--- config.mk ---
export PLATFORM = sky130hd
export DESIGN_NAME = wb_stage
export DESIGN_NICKNAME = d
export VERILOG_FILES = /design/src/rtl/wb_stage.sv
export SDC_FILE = /design/constraint.sdc
export NUM_CORES = 1
export LEC_CHECK = 0
export BUFFER_PORTS_ARGS = -buffer_cell sky130_fd_sc_hd__buf_2
export CAP_MARGIN = 5
export CORE_AREA = 2 2 97 99
export DETAILED_ROUTE_END_ITERATION = 8
export DIE_AREA = 0 0 99 101
export GPL_ROUTABILITY_DRIVEN = 0
export GPL_TIMING_DRIVEN = 0
export PLACE_DENSITY = 0.75
export SLEW_MARGIN = 5
export SYNTH_ARGS = -nofsm -noshare
export SYNTH_HDL_FRONTEND = slang
export SYNTH_SLANG_ARGS = --single-unit
--- constraint.sdc ---
create_clock -name clk -period 2.1 [get_ports clk]
set_clock_uncertainty 0.1 [all_clocks]
set_input_delay 0.42 -clock clk [delete_from_list [all_inputs] [get_ports clk]]
set_output_delay 0.42 -clock clk [all_outputs]
set_load 0.01 [all_outputs]
--- src/rtl/wb_stage.sv ---
// ============================================================================
// wb_stage -- RV32 writeback stage
//
// Accepts one retiring instruction per cycle from the memory stage and
// produces the register-file write (wb_val / wb_en / wb_reg) consumed by the
// register-read stage. The result is the ALU value, the link address PC+4,
// or aligned and extended load data. A load parks the stage in WAIT_LD until
// the data memory answers. While it waits, in_ready is low and stall is high.
//
// Optional feature macro: WB_RETIRE_CNT_EN
//   defined   -> retire_cnt port and CNT_W-bit retire counter are present
//   undefined -> no counter; all other behaviour is identical
//
// Parameters
//   CNT_W  retire counter width (only with WB_RETIRE_CNT_EN)
//   XLEN   datapath width, 32 only
//
// Ports
//   clk, rst      clock; synchronous active-high reset
//   ins_wb_in     instruction: opcode [6:0], rd [11:7], funct3 [14:12]
//   alu_res       ALU result / load effective address
//   pc_in         PC of the instruction
//   in_valid      upstream data valid
//   in_ready      stage can accept (low only while a load is outstanding)
//   dmem_rdata    data memory read word (word aligned)
//   dmem_rvalid   read response valid, only looked at in WAIT_LD
//   wb_val        register write value
//   wb_en         register write enable, one-cycle pulse
//   wb_reg        register write index
//   stall         load outstanding
//   misalign      one-cycle pulse when a misaligned load is dropped
//   retire_cnt    retired instruction count (WB_RETIRE_CNT_EN only)
// ============================================================================
module wb_stage #(
`ifdef WB_RETIRE_CNT_EN
    parameter int unsigned CNT_W = 64,
`endif
    parameter int unsigned XLEN  = 32
) (
    input  logic            clk,
    input  logic            rst,
    input  logic [31:0]     ins_wb_in,
    input  logic [XLEN-1:0] alu_res,
    input  logic [XLEN-1:0] pc_in,
    input  logic            in_valid,
    output logic            in_ready,
    input  logic [XLEN-1:0] dmem_rdata,
    input  logic            dmem_rvalid,
    output logic [XLEN-1:0] wb_val,
    output logic            wb_en,
    output logic [4:0]      wb_reg,
    output logic            stall,
    output logic            misalign
`ifdef WB_RETIRE_CNT_EN
    ,
    output logic [CNT_W-1:0] retire_cnt
`endif
);

    typedef enum logic [1:0] {
        S_IDLE    = 2'd0,
        S_WAIT_LD = 2'd1,
        S_WRITE   = 2'd2
    } state_t;

    localparam logic [6:0] OP_OP     = 7'b0110011;
    localparam logic [6:0] OP_OPIMM  = 7'b0010011;
    localparam logic [6:0] OP_LUI    = 7'b0110111;
    localparam logic [6:0] OP_AUIPC  = 7'b0010111;
    localparam logic [6:0] OP_JAL    = 7'b1101111;
    localparam logic [6:0] OP_JALR   = 7'b1100111;
    localparam logic [6:0] OP_LOAD   = 7'b0000011;

    state_t          r_state;
    state_t          w_state_nx;

    logic [XLEN-1:0] r_wb_val;
    logic            r_wb_en;
    logic [4:0]      r_wb_reg;
    logic            r_misalign;

    // Load context latched on accept, used when the response arrives
    logic [4:0]      r_ld_rd;
    logic [2:0]      r_ld_f3;
    logic [1:0]      r_ld_off;

    logic            w_accept;
    logic [6:0]      w_opcode;
    logic [4:0]      w_rd;
    logic [2:0]      w_f3;
    logic [1:0]      w_off;
    logic            w_is_alu;
    logic            w_is_link;
    logic            w_is_load;
    logic            w_ld_misalign;
    logic            w_ld_start;
    logic            w_ld_resp;
    logic [XLEN-1:0] w_ld_data;
    logic [7:0]      w_byte;
    logic [15:0]     w_half;
    logic            w_unused;

    // ------------------------------------------------------------------
    // Decode of the incoming instruction
    // ------------------------------------------------------------------
    assign w_opcode  = ins_wb_in[6:0];
    assign w_rd      = ins_wb_in[11:7];
    assign w_f3      = ins_wb_in[14:12];
    assign w_off     = alu_res[1:0];
    assign w_unused  = ^ins_wb_in[31:15];

    assign w_accept  = in_valid && in_ready;
    assign w_is_alu  = (w_opcode == OP_OP) || (w_opcode == OP_OPIMM) ||
                       (w_opcode == OP_LUI) || (w_opcode == OP_AUIPC);
    assign w_is_link = (w_opcode == OP_JAL) || (w_opcode == OP_JALR);
    assign w_is_load = (w_opcode == OP_LOAD);

    // funct3[1] set covers LW and the reserved encodings, which behave as LW;
    // funct3[1:0]==01 is LH/LHU.
    always_comb begin
        w_ld_misalign = 1'b0;
        if (w_f3[1]) begin
            w_ld_misalign = (w_off != 2'b00);
        end else if (w_f3[0]) begin
            w_ld_misalign = w_off[0];
        end
    end

    assign w_ld_start = w_accept && w_is_load && !w_ld_misalign;
    assign w_ld_resp  = (r_state == S_WAIT_LD) && dmem_rvalid;

    // ------------------------------------------------------------------
    // Load data alignment and extension from the latched context
    // ------------------------------------------------------------------
    assign w_byte = dmem_rdata[{r_ld_off, 3'b000} +: 8];
    assign w_half = r_ld_off[1] ? dmem_rdata[31:16] : dmem_rdata[15:0];

    always_comb begin
        w_ld_data = dmem_rdata;
        if (!r_ld_f3[1]) begin
            if (r_ld_f3[0]) begin
                w_ld_data = {{16{~r_ld_f3[2] & w_half[15]}}, w_half};
            end else begin
                w_ld_data = {{24{~r_ld_f3[2] & w_byte[7]}}, w_byte};
            end
        end
    end

    // ------------------------------------------------------------------
    // FSM
    // ------------------------------------------------------------------
    always_ff @(posedge clk) begin
        if (rst) begin
            r_state <= S_IDLE;
        end else begin
            r_state <= w_state_nx;
        end
    end

    always_comb begin
        w_state_nx = r_state;
        in_ready   = 1'b1;
        stall      = 1'b0;
        case (r_state)
            S_IDLE, S_WRITE: begin
                // WRITE behaves as IDLE for acceptance; the load write itself
                // was registered on the response edge.
                w_state_nx = w_ld_start ? S_WAIT_LD : S_IDLE;
            end
            S_WAIT_LD: begin
                in_ready = 1'b0;
                stall    = 1'b1;
                if (dmem_rvalid) begin
                    w_state_nx = S_WRITE;
                end
            end
            default: begin
                w_state_nx = S_IDLE;
            end
        endcase
    end

    // ------------------------------------------------------------------
    // Writeback registers
    // ------------------------------------------------------------------
    always_ff @(posedge clk) begin
        if (rst) begin
            r_wb_val   <= '0;
            r_wb_en    <= 1'b0;
            r_wb_reg   <= '0;
            r_misalign <= 1'b0;
            r_ld_rd    <= '0;
            r_ld_f3    <= '0;
            r_ld_off   <= '0;
        end else begin
            r_wb_en    <= 1'b0;
            r_misalign <= 1'b0;
            if (w_ld_resp) begin
                if (r_ld_rd != 5'd0) begin
                    r_wb_en  <= 1'b1;
                    r_wb_val <= w_ld_data;
                    r_wb_reg <= r_ld_rd;
                end
            end else if (w_accept) begin
                if (w_is_load) begin
                    if (w_ld_misalign) begin
                        r_misalign <= 1'b1;
                    end else begin
                        r_ld_rd  <= w_rd;
                        r_ld_f3  <= w_f3;
                        r_ld_off <= w_off;
                    end
                end else if ((w_is_alu || w_is_link) && (w_rd != 5'd0)) begin
                    r_wb_en  <= 1'b1;
                    r_wb_reg <= w_rd;
                    r_wb_val <= w_is_link ? (pc_in + 32'd4) : alu_res;
                end
            end
        end
    end

    assign wb_val   = r_wb_val;
    assign wb_en    = r_wb_en;
    assign wb_reg   = r_wb_reg;
    assign misalign = r_misalign;

`ifdef WB_RETIRE_CNT_EN
    // ------------------------------------------------------------------
    // Retire counter: a load retires in WRITE, and the same edge may also
    // accept a new non-load, so up to two events are counted at once.
    // ------------------------------------------------------------------
    logic [CNT_W-1:0] r_retire_cnt;
    logic [1:0]       w_retire_inc;

    always_comb begin
        w_retire_inc = 2'd0;
        if (w_accept && (!w_is_load || w_ld_misalign)) begin
            w_retire_inc = w_retire_inc + 2'd1;
        end
        if (r_state == S_WRITE) begin
            w_retire_inc = w_retire_inc + 2'd1;
        end
    end

    always_ff @(posedge clk) begin
        if (rst) begin
            r_retire_cnt <= '0;
        end else begin
            r_retire_cnt <= r_retire_cnt + {{(CNT_W-2){1'b0}}, w_retire_inc};
        end
    end

    assign retire_cnt = r_retire_cnt;
`endif

endmodule

# ---- Yosys cells after proc, flatten, opt, wreduce, memory -nomap -nowiden
# Index checks and enable logic that the tools add are counted.
dict set report classes {
  add_sub_neg 1
  mul 0
  n_div 0
  magnitude_cmp 0
  eq_ne 12
  shifts 1
  n_mux 27
  bitwise 7
  reduce_logical 21
}
# op count
set ops {}
lappend ops {{$mux W32} 8}
lappend ops {{$add A32 B3 Y32 const B} 1}
lappend ops {{$shiftx A32 B6 Y8} 1}
lappend ops {{$mux W5} 5}
lappend ops {{$mux W16} 1}
lappend ops {{$eq A7 B5 Y1 const B} 2}
lappend ops {{$eq A7 B6 Y1 const B} 2}
lappend ops {{$eq A7 B7 Y1 const B} 2}
lappend ops {{$mux W1} 11}
lappend ops {{$reduce_bool A5 Y1} 2}
lappend ops {{$reduce_and A4 Y1} 2}
lappend ops {{$eq A7 B2 Y1 const B} 1}
lappend ops {{$reduce_bool A2 Y1} 3}
lappend ops {{$logic_and A1 B1 Y1} 5}
lappend ops {{$logic_or A1 B1 Y1} 5}
lappend ops {{$not A1 Y1} 5}
lappend ops {{$ne A2 B1 Y1 const B} 2}
lappend ops {{$pmux W2 S2} 1}
lappend ops {{$reduce_or A4 Y1} 1}
lappend ops {{$and A1 B1 Y1} 2}
lappend ops {{$eq A2 B1 Y1 const B} 1}
lappend ops {{$eq A2 B2 Y1 const B} 1}
lappend ops {{$logic_not A2 Y1} 1}
lappend ops {{$mux W2} 1}
lappend ops {{other kinds (3)} 3}
dict set report totals {
  regBits 51
  latchBits 0
  ramBits 0
  rom_bits 0
  input_bits 132
  memories 0
}

# ---- Logic depth before layout (Yosys ltp)
# Gate-level depths: netlist (run 1).
dict set report depth {
  ltp_word 10
  mapped_depth 9
  depth_no_buf 7
}

# ---- Least setup slack after synthesis (run 1)
# OpenSTA, ideal clock, no wires.
dict set report synth_timing {
  path_kind {input-to-reg}
  from {input port ins_wb_in[8]}
  to {register r_wb_val[1] (netlist: wb_val[1])}
  t_arrival_ps 1986
  required_ps 1914
  setup_slack_ps -72
  stages 7
  n_path_buf 2
  cell_sequence {or4_1 -> o211ai_1 -> o22a_1 -> buf_2 -> buf_4 -> a21oi_1 -> a211oi_1}
}
dict set report synth_via {
  elab_chain_cells 4
}
# element line_no
set synth_rtl {}
lappend synth_rtl {{from (decl)} 42} ;# input logic [31:0] ins_wb_in,
lappend synth_rtl {{$reduce_bool A5 Y1} 213} ;# end else if ((w_is_alu || w_is_link) && (w_rd != 5'd0)) begin
lappend synth_rtl {{$logic_and A1 B1 Y1} 213}
lappend synth_rtl {{$reduce_bool A2 Y1 (no source line)} -}
lappend synth_rtl {{$reduce_and A4 Y1 (no source line)} -}
lappend synth_rtl {{to (signal assigned)} 201} ;# r_wb_val <= w_ld_data;
lappend synth_rtl {{to (signal assigned)} 216} ;# r_wb_val <= w_is_link ? (pc_in + 32'd4) : alu_res;
lappend synth_rtl {{to (decl)} 77} ;# logic [XLEN-1:0] r_wb_val;
# Every way passes these cells.
# A chain may end at the register's enable or synchronous reset.

# ---- Final worst setup path (run 1)
dict set report layout_timing {
  from {input port ins_wb_in[8]}
  to {register r_wb_val[16] (netlist: wb_val[16])}
}
# The elaborated chain is that of the path after synthesis.

==> metrics.csv, run 1 <==
metric,value,unit
Register-to-Register Setup Slack,30,ps
post-synthesis instance total,492,
highest clock rate,470,MHz
# DRC,0,
Syn Nets,625,
Final setup viols,1,
Max H-tree Level,2,
number of global-route vias before repair,4151,
HPWL Detailed,11200,um
#FFs+latches synth,51,
drt wl/cell,18.7,um
Synth Warn #,0,
"commonest non-fill, non-tap cells in the layout","buf_2 (151), nand2_1 (80), nor2_1 (59), dfxtp_1 (51), a21oi_1 (28)",
Synth Flop Type,dfxtp_1,
# Max-Cap Violations,0,
"Seq/Total Area, Yosys",29.2,%
CTS Buf Count,5,
final wirelength,14700,um
initial DRC count,487,
TNS Setup,-25.5,ps
Final ANT Viol Nets,0,
Tcrit/Tclk final,101,%
Reg-to-Reg End,wb_val[19],
Hold Path Depth,3,
Final nets,808,
Largest register FFs,32,
die span in y,101,um
power share of the combinational group,20.0,%
Area contributors post-synth,"dfxtp_1 (29%), nand2_1 (8.8%), nor2_1 (6.8%)",
"commonest non-fill, non-tap cell in the layout",buf_2,
Worst-path clk slew,100,ps
worst hold slack,242,ps
Worst setup SP type,input pin,
first-pass GRT wire length,20900,um
Yosys top cell by area,dfxtp_1,
Period minus WS final,2130,ps
die area,10000,um2
clock share of power,31.3,%
I/O pin count,173,
Syn-to-layout area delta,41.9,%
Peak supply drop,0.352,mV
critical path arrival,2240,ps
Hold WC Path Type,in -> reg,
Crit path required time,2220,ps
status,finished with violations,
Root Driver,clkbuf_8,
sw frac,29.5,%
Setup crit end kind,flip-flop,
Yosys top cell area share,29.2,%
critical path peak fanout,7,
Reg2Reg Depth,8,
num rows,35,
Max-slew headroom,51.3,%
Final Power,0.00202,W
Tightest Pin Transition,721,ps
drt pass-1 iters,6,
register share of total power,48.8,%
CTS tree,yes,
antenna violations before repair,0,
Lkg Pwr,2.03,nW
violated checks,setup timing,
Post-CTS Hold Buffers,0,
GR Util All Layers,26.3,%
ANT cells,0,
Max Slew Vio Count,0,
DIE WIDTH,99,um
core area,8980,um2
pwr dens,407,nW/um2
Hold EP,r_ld_f3[2],
RSZ-0062 raised after global routing,true,
Syn Area/Cell,7.11,um2
final hold violation count,0,
starting density of the core,39.0,%
cell area after synthesis,3500,um2
worst skew pair latency,310,ps
Worst R2R Start,r_ld_off[1],
Longest Clk Path Bufs,2,
Synth cell types,53,
# clock sinks,51,
"Worst Path Class, Setup",in -> reg,
"Async S/R FF share, synth",0,%
vias per cell,6.03,
setup ws final,-25.5,ps
HP Start,ins_wb_in[14],
"EDFF count, synth",0,
port buffer count,155,
share of cells above drive strength 1,35.4,%
Sw Pwr,0.000595,W
internal power,0.00142,W
GR Overflow Total,0,
vias post-DR,4744,
largest net degree at the start of global routing,17,
power groups by stage:
stage	registers, W	logic (W)	clock network (W)
4_1_cts	0.000985	0.000350	0.000628
3_5_place_dp	0.00101	0.000339	0
5_1_grt	0.000986	0.000427	0.000665
3_3_place_gp	0.00101	0.000333	0
2_1_floorplan	0.00101	0.000129	0
6_report	0.000985	0.000403	0.000632
worst max-delay path, cell delays in order:
cell and delay [ps]:
buf_6 100, or4_4 530, o211ai_1 220, buf_4 190, o22a_1 180, buf_6 170
nor2_4 70, buf_6 110, a32o_1 240
stage by stage:
step	setup slack (ps)	std cells	area, um2	utilization, %
2_1_floorplan	-18.9	492	3510	-
3_3_place_gp	-599	758	4420	49.2
3_5_place_dp	-588	758	4420	49.2
4_1_cts	-21.6	769	4610	51.4
5_1_grt	-49.2	787	4960	55.3
6_report	-25.5	787	4960	55.3
cell usage after synthesis, types with 9 or more instances:
cell and n:
nand2_1 82, nor3_1 28, a21oi_1 31, inv_1 11, o211ai_1 9, clkbuf_1 25, nor2_1 63, o21ai_0 23
nor4_1 11, mux2i_1 20, xor2_1 9, dfxtp_1 51, nand3_1 15, xnor2_1 10
final cells by class:
cell class | count | area, um2
clock inverters | 2 | 16.3
inverters | 11 | 41.3
plain buffers | 30 | 171
repair buffers | 176 | 972
clock buffers | 6 | 82.6
well taps | 111 | 139
flip-flops and latches | 51 | 1020
multi-input cells | 400 | 2520
fillers | 884 | 4020
repair_timing:
action / CTS / global route
pin swaps: 2 / 11
endpoints found under the setup margin: 35 / 45
gates cloned: 0 / 3
resized for setup: 19 / 62
buffers inserted: 4 / 15
per-layer routing:
| layer | up-vias | wire (um) | global-route usage, % |
|---|---|---|---|
| met1 | 2163 | 5580 | 33.6 |
| met3 | 55 | 1670 | 5.20 |
| li1 | 2159 | - | - |
| met2 | 367 | 6990 | 44.6 |
| met4 | 0 | 464 | 8.11 |
| met5 | - | 0 | 0 |
worst max-delay path by stage:
| stage | cells after the start | slack, ps | startpoint | endpoint |
|---|---|---|---|---|
| after detailed placement | 7 | -590 | ins_wb_in[6] | wb_reg[3] |
| after CTS | 8 | -20 | r_state[1] | wb_val[27] |
| final | 9 | -30 | ins_wb_in[8] | wb_val[16] |
| after floorplan | 6 | -20 | ins_wb_in[8] | wb_val[21] |
| after global routing | 10 | -50 | ins_wb_in[8] | wb_val[23] |
| after global placement | 7 | -600 | ins_wb_in[6] | wb_val[25] |
kinds of logic after synthesis:
group | Yosys count | share of synthesized area (%)
and+or+nand+nor | 243 | 32.4
AOI/OAI and AO/OA | 114 | 22.1
DFF | 51 | 29.2
buffers and inverters | 42 | 4.76
muxes | 22 | 6.37
xor gates and xnor gates | 19 | 4.76
adders and majority gates | 1 | 0.358
Note: power is estimated with default switching activity, not from simulation.
==> run 2, diff against run 1 <==
--- a/config.mk
+++ b/config.mk
@@ -8,11 +8,13 @@
 export BUFFER_PORTS_ARGS = -buffer_cell sky130_fd_sc_hd__buf_2
 export CAP_MARGIN = 5
 export CORE_AREA = 2 2 97 99
+export CTS_BUF_LIST = sky130_fd_sc_hd__clkbuf_4
 export DETAILED_ROUTE_END_ITERATION = 8
 export DIE_AREA = 0 0 99 101
 export GPL_ROUTABILITY_DRIVEN = 0
 export GPL_TIMING_DRIVEN = 0
 export PLACE_DENSITY = 0.75
+export SKIP_LAST_GASP = 1
 export SLEW_MARGIN = 5
 export SYNTH_ARGS = -nofsm -noshare
 export SYNTH_HDL_FRONTEND = slang
==> metrics.csv, run 2 (synthesis gave the netlist of run 1 again) <==
metric,value,unit,change
Tightest Pin Transition,691,ps,-30.1 ps
# Max-Cap Violations,0,,unchanged
largest net degree at the start of global routing,17,,unchanged
share of cells above drive strength 1,31.9,%,-3.5 points
drt wl/cell,18.1,um,-2.9%
starting density of the core,39.0,%,unchanged
Max H-tree Level,2,,unchanged
# clock sinks,51,,unchanged
Finished Cell Area,4720,um2,-4.9%
Max-slew headroom,53.3,%,+2.0 points
Final nets,794,,-1.7%
met1 WL,5710,um,+2.4%
Worst setup SP type,input pin,,
WL met2,6680,um,-4.5%
num rows,35,,unchanged
# DRC,0,,unchanged
dpl cell area,4420,um2,unchanged
Post-CTS Hold Buffers,0,,unchanged
final wirelength,14000,um,-4.7%
number of global-route vias before repair,4072,,-1.9%
port buffer count,155,,unchanged
Largest register FFs,32,,unchanged
critical path peak fanout,10,,+3
GR Overflow Total,0,,unchanged
die span in y,101,um,unchanged
drt pass-1 iters,5,,-1
Tcrit/Tclk final,98.8,%,-2.5 points
CTS tree,yes,,
Sequential Area,1020,um2,unchanged
Peak supply drop,0.264,mV,-25%
critical path arrival,2260,ps,+20 ps
worst hold slack,168,ps,-74.3 ps
Period minus WS final,2070,ps,-51.5 ps
number of fill cells,897,,+1.5%
ANT cells,0,,unchanged
Root Driver,clkbuf_4,,
TNS Setup,0,ps,+25.5 ps
Syn-to-layout area delta,34.9,%,
Lkg Pwr,1.92,nW,-5.3%
initial DRC count,385,,-21%
final hold violation count,0,,unchanged
Longest Clk Path Bufs,2,,unchanged
antenna violations before repair,0,,unchanged
Crit path required time,2290,ps,+70 ps
GR Util All Layers,26.0,%,-0.26 points
HPWL Detailed,11200,um,unchanged
CTS Buf Count,5,,unchanged
Setup crit end kind,flip-flop,,
Final setup viols,0,,-1
Final ANT Viol Nets,0,,unchanged
Max Slew Vio Count,0,,unchanged
"Worst Path Class, Setup",in -> reg,,
vias post-DR,4513,,-4.9%
highest clock rate,482,MHz,+2.5%
"commonest non-fill, non-tap cell in the layout",buf_2,,
core area,8980,um2,unchanged
I/O pin count,173,,unchanged
Non-Filler Instances,773,,-1.8%
worst skew pair latency,370,ps,+60 ps
first-pass GRT wire length,20800,um,-0.53%
multi-input logic area,2470,um2,-1.9%
RSZ-0062 raised after global routing,true,,
Worst-path clk slew,160,ps,+60 ps
Cells after DPL,758,,unchanged
met3 WL post-DR,1350,um,-19%
vias per cell,5.84,,-3.1%
pre-CTS WS,-588,ps,unchanged
"commonest non-fill, non-tap cells in the layout","buf_2 (158), nand2_1 (81), nor2_1 (60), dfxtp_1 (51), a21oi_1 (31)",,
Hold WC Path Type,in -> reg,,
setup ws final,26.0,ps,+51.5 ps
pwr dens,389,nW/um2,-4.5%
die area,10000,um2,unchanged
status,completed,,
top routing layer in use,met4,,
DIE WIDTH,99,um,unchanged
-- run 2: changes by cell type in the layout (fill, tap and decap cells not counted), sizes merged --
| cell | previous run | this run |
|---|---|---|
| clkinv | 1 | 2 |
| clkbuf | 32 | 28 |
| buf | 180 | 170 |
| nor2 | 66 | 65 |
-- run 2: layer usage --
| metal | vias up | GRT usage, % |
|---|---|---|
| li1 | 2118 | - |
| met1 | 2090 | 34.3 |
| met2 | 280 | 44.4 |
| met3 | 25 | 4.09 |
| met4 | 0 | 6.64 |
| met5 | - | 0 |
-- run 2: worst paths after layout --
| kind | slack [ps] | from | cells past startpoint | end |
|---|---|---|---|---|
| worst max-delay path | 30 | ins_wb_in[8] | 9 | wb_val[1] |
| worst max register to register | 40 | r_ld_off[1] | 8 | wb_val[19] |
| worst min register to register | 370 | wb_val[29] | 2 | wb_val[29] |
| worst min-delay path | 170 | rst | 2 | wb_en |
-- run 2: critical path, stage by stage --
cell and delay, ps:
buf_2 120, or4_1 550, o211ai_1 210, buf_4 170
o22a_1 140, buf_6 160, buf_6 160, a21oi_1 50
a211oi_1 260
-- run 2: report_power, final --
group	leakage, nW	internal (W)	switching [W]
registers	0.411	0.000980	0.00000652
logic	1.48	0.000161	0.000216
clock network	0.0288	0.000130	0.000341
total	1.92	0.00127	0.000563
-- run 2: area by class of cell --
cell class                      instances  share of cell area, %
Inverter                               11                  0.875
Tap cell                              111                   2.94
Multi-Input combinational cell        399                   52.3
Clock inverter                          3                  0.424
Sequential cell                        51                   21.6
Buffer                                 30                   3.26
Clock buffer                            5                  0.796
Timing Repair Buffer                  163                   17.7
-- run 2: repair_timing --
action	CTS	global route
pin swaps	1	7
setup endpoints to repair	35	40
buffers inserted	3	5
resized for setup	12	39
-- run 2: metrics by stage --
stage               utilization [%]  total power [W]
CTS                            50.5          0.00181
finish                         52.6          0.00183
global placement               49.2          0.00134
floorplan                         -          0.00114
detailed placement             49.2          0.00135
global route                   52.6          0.00191
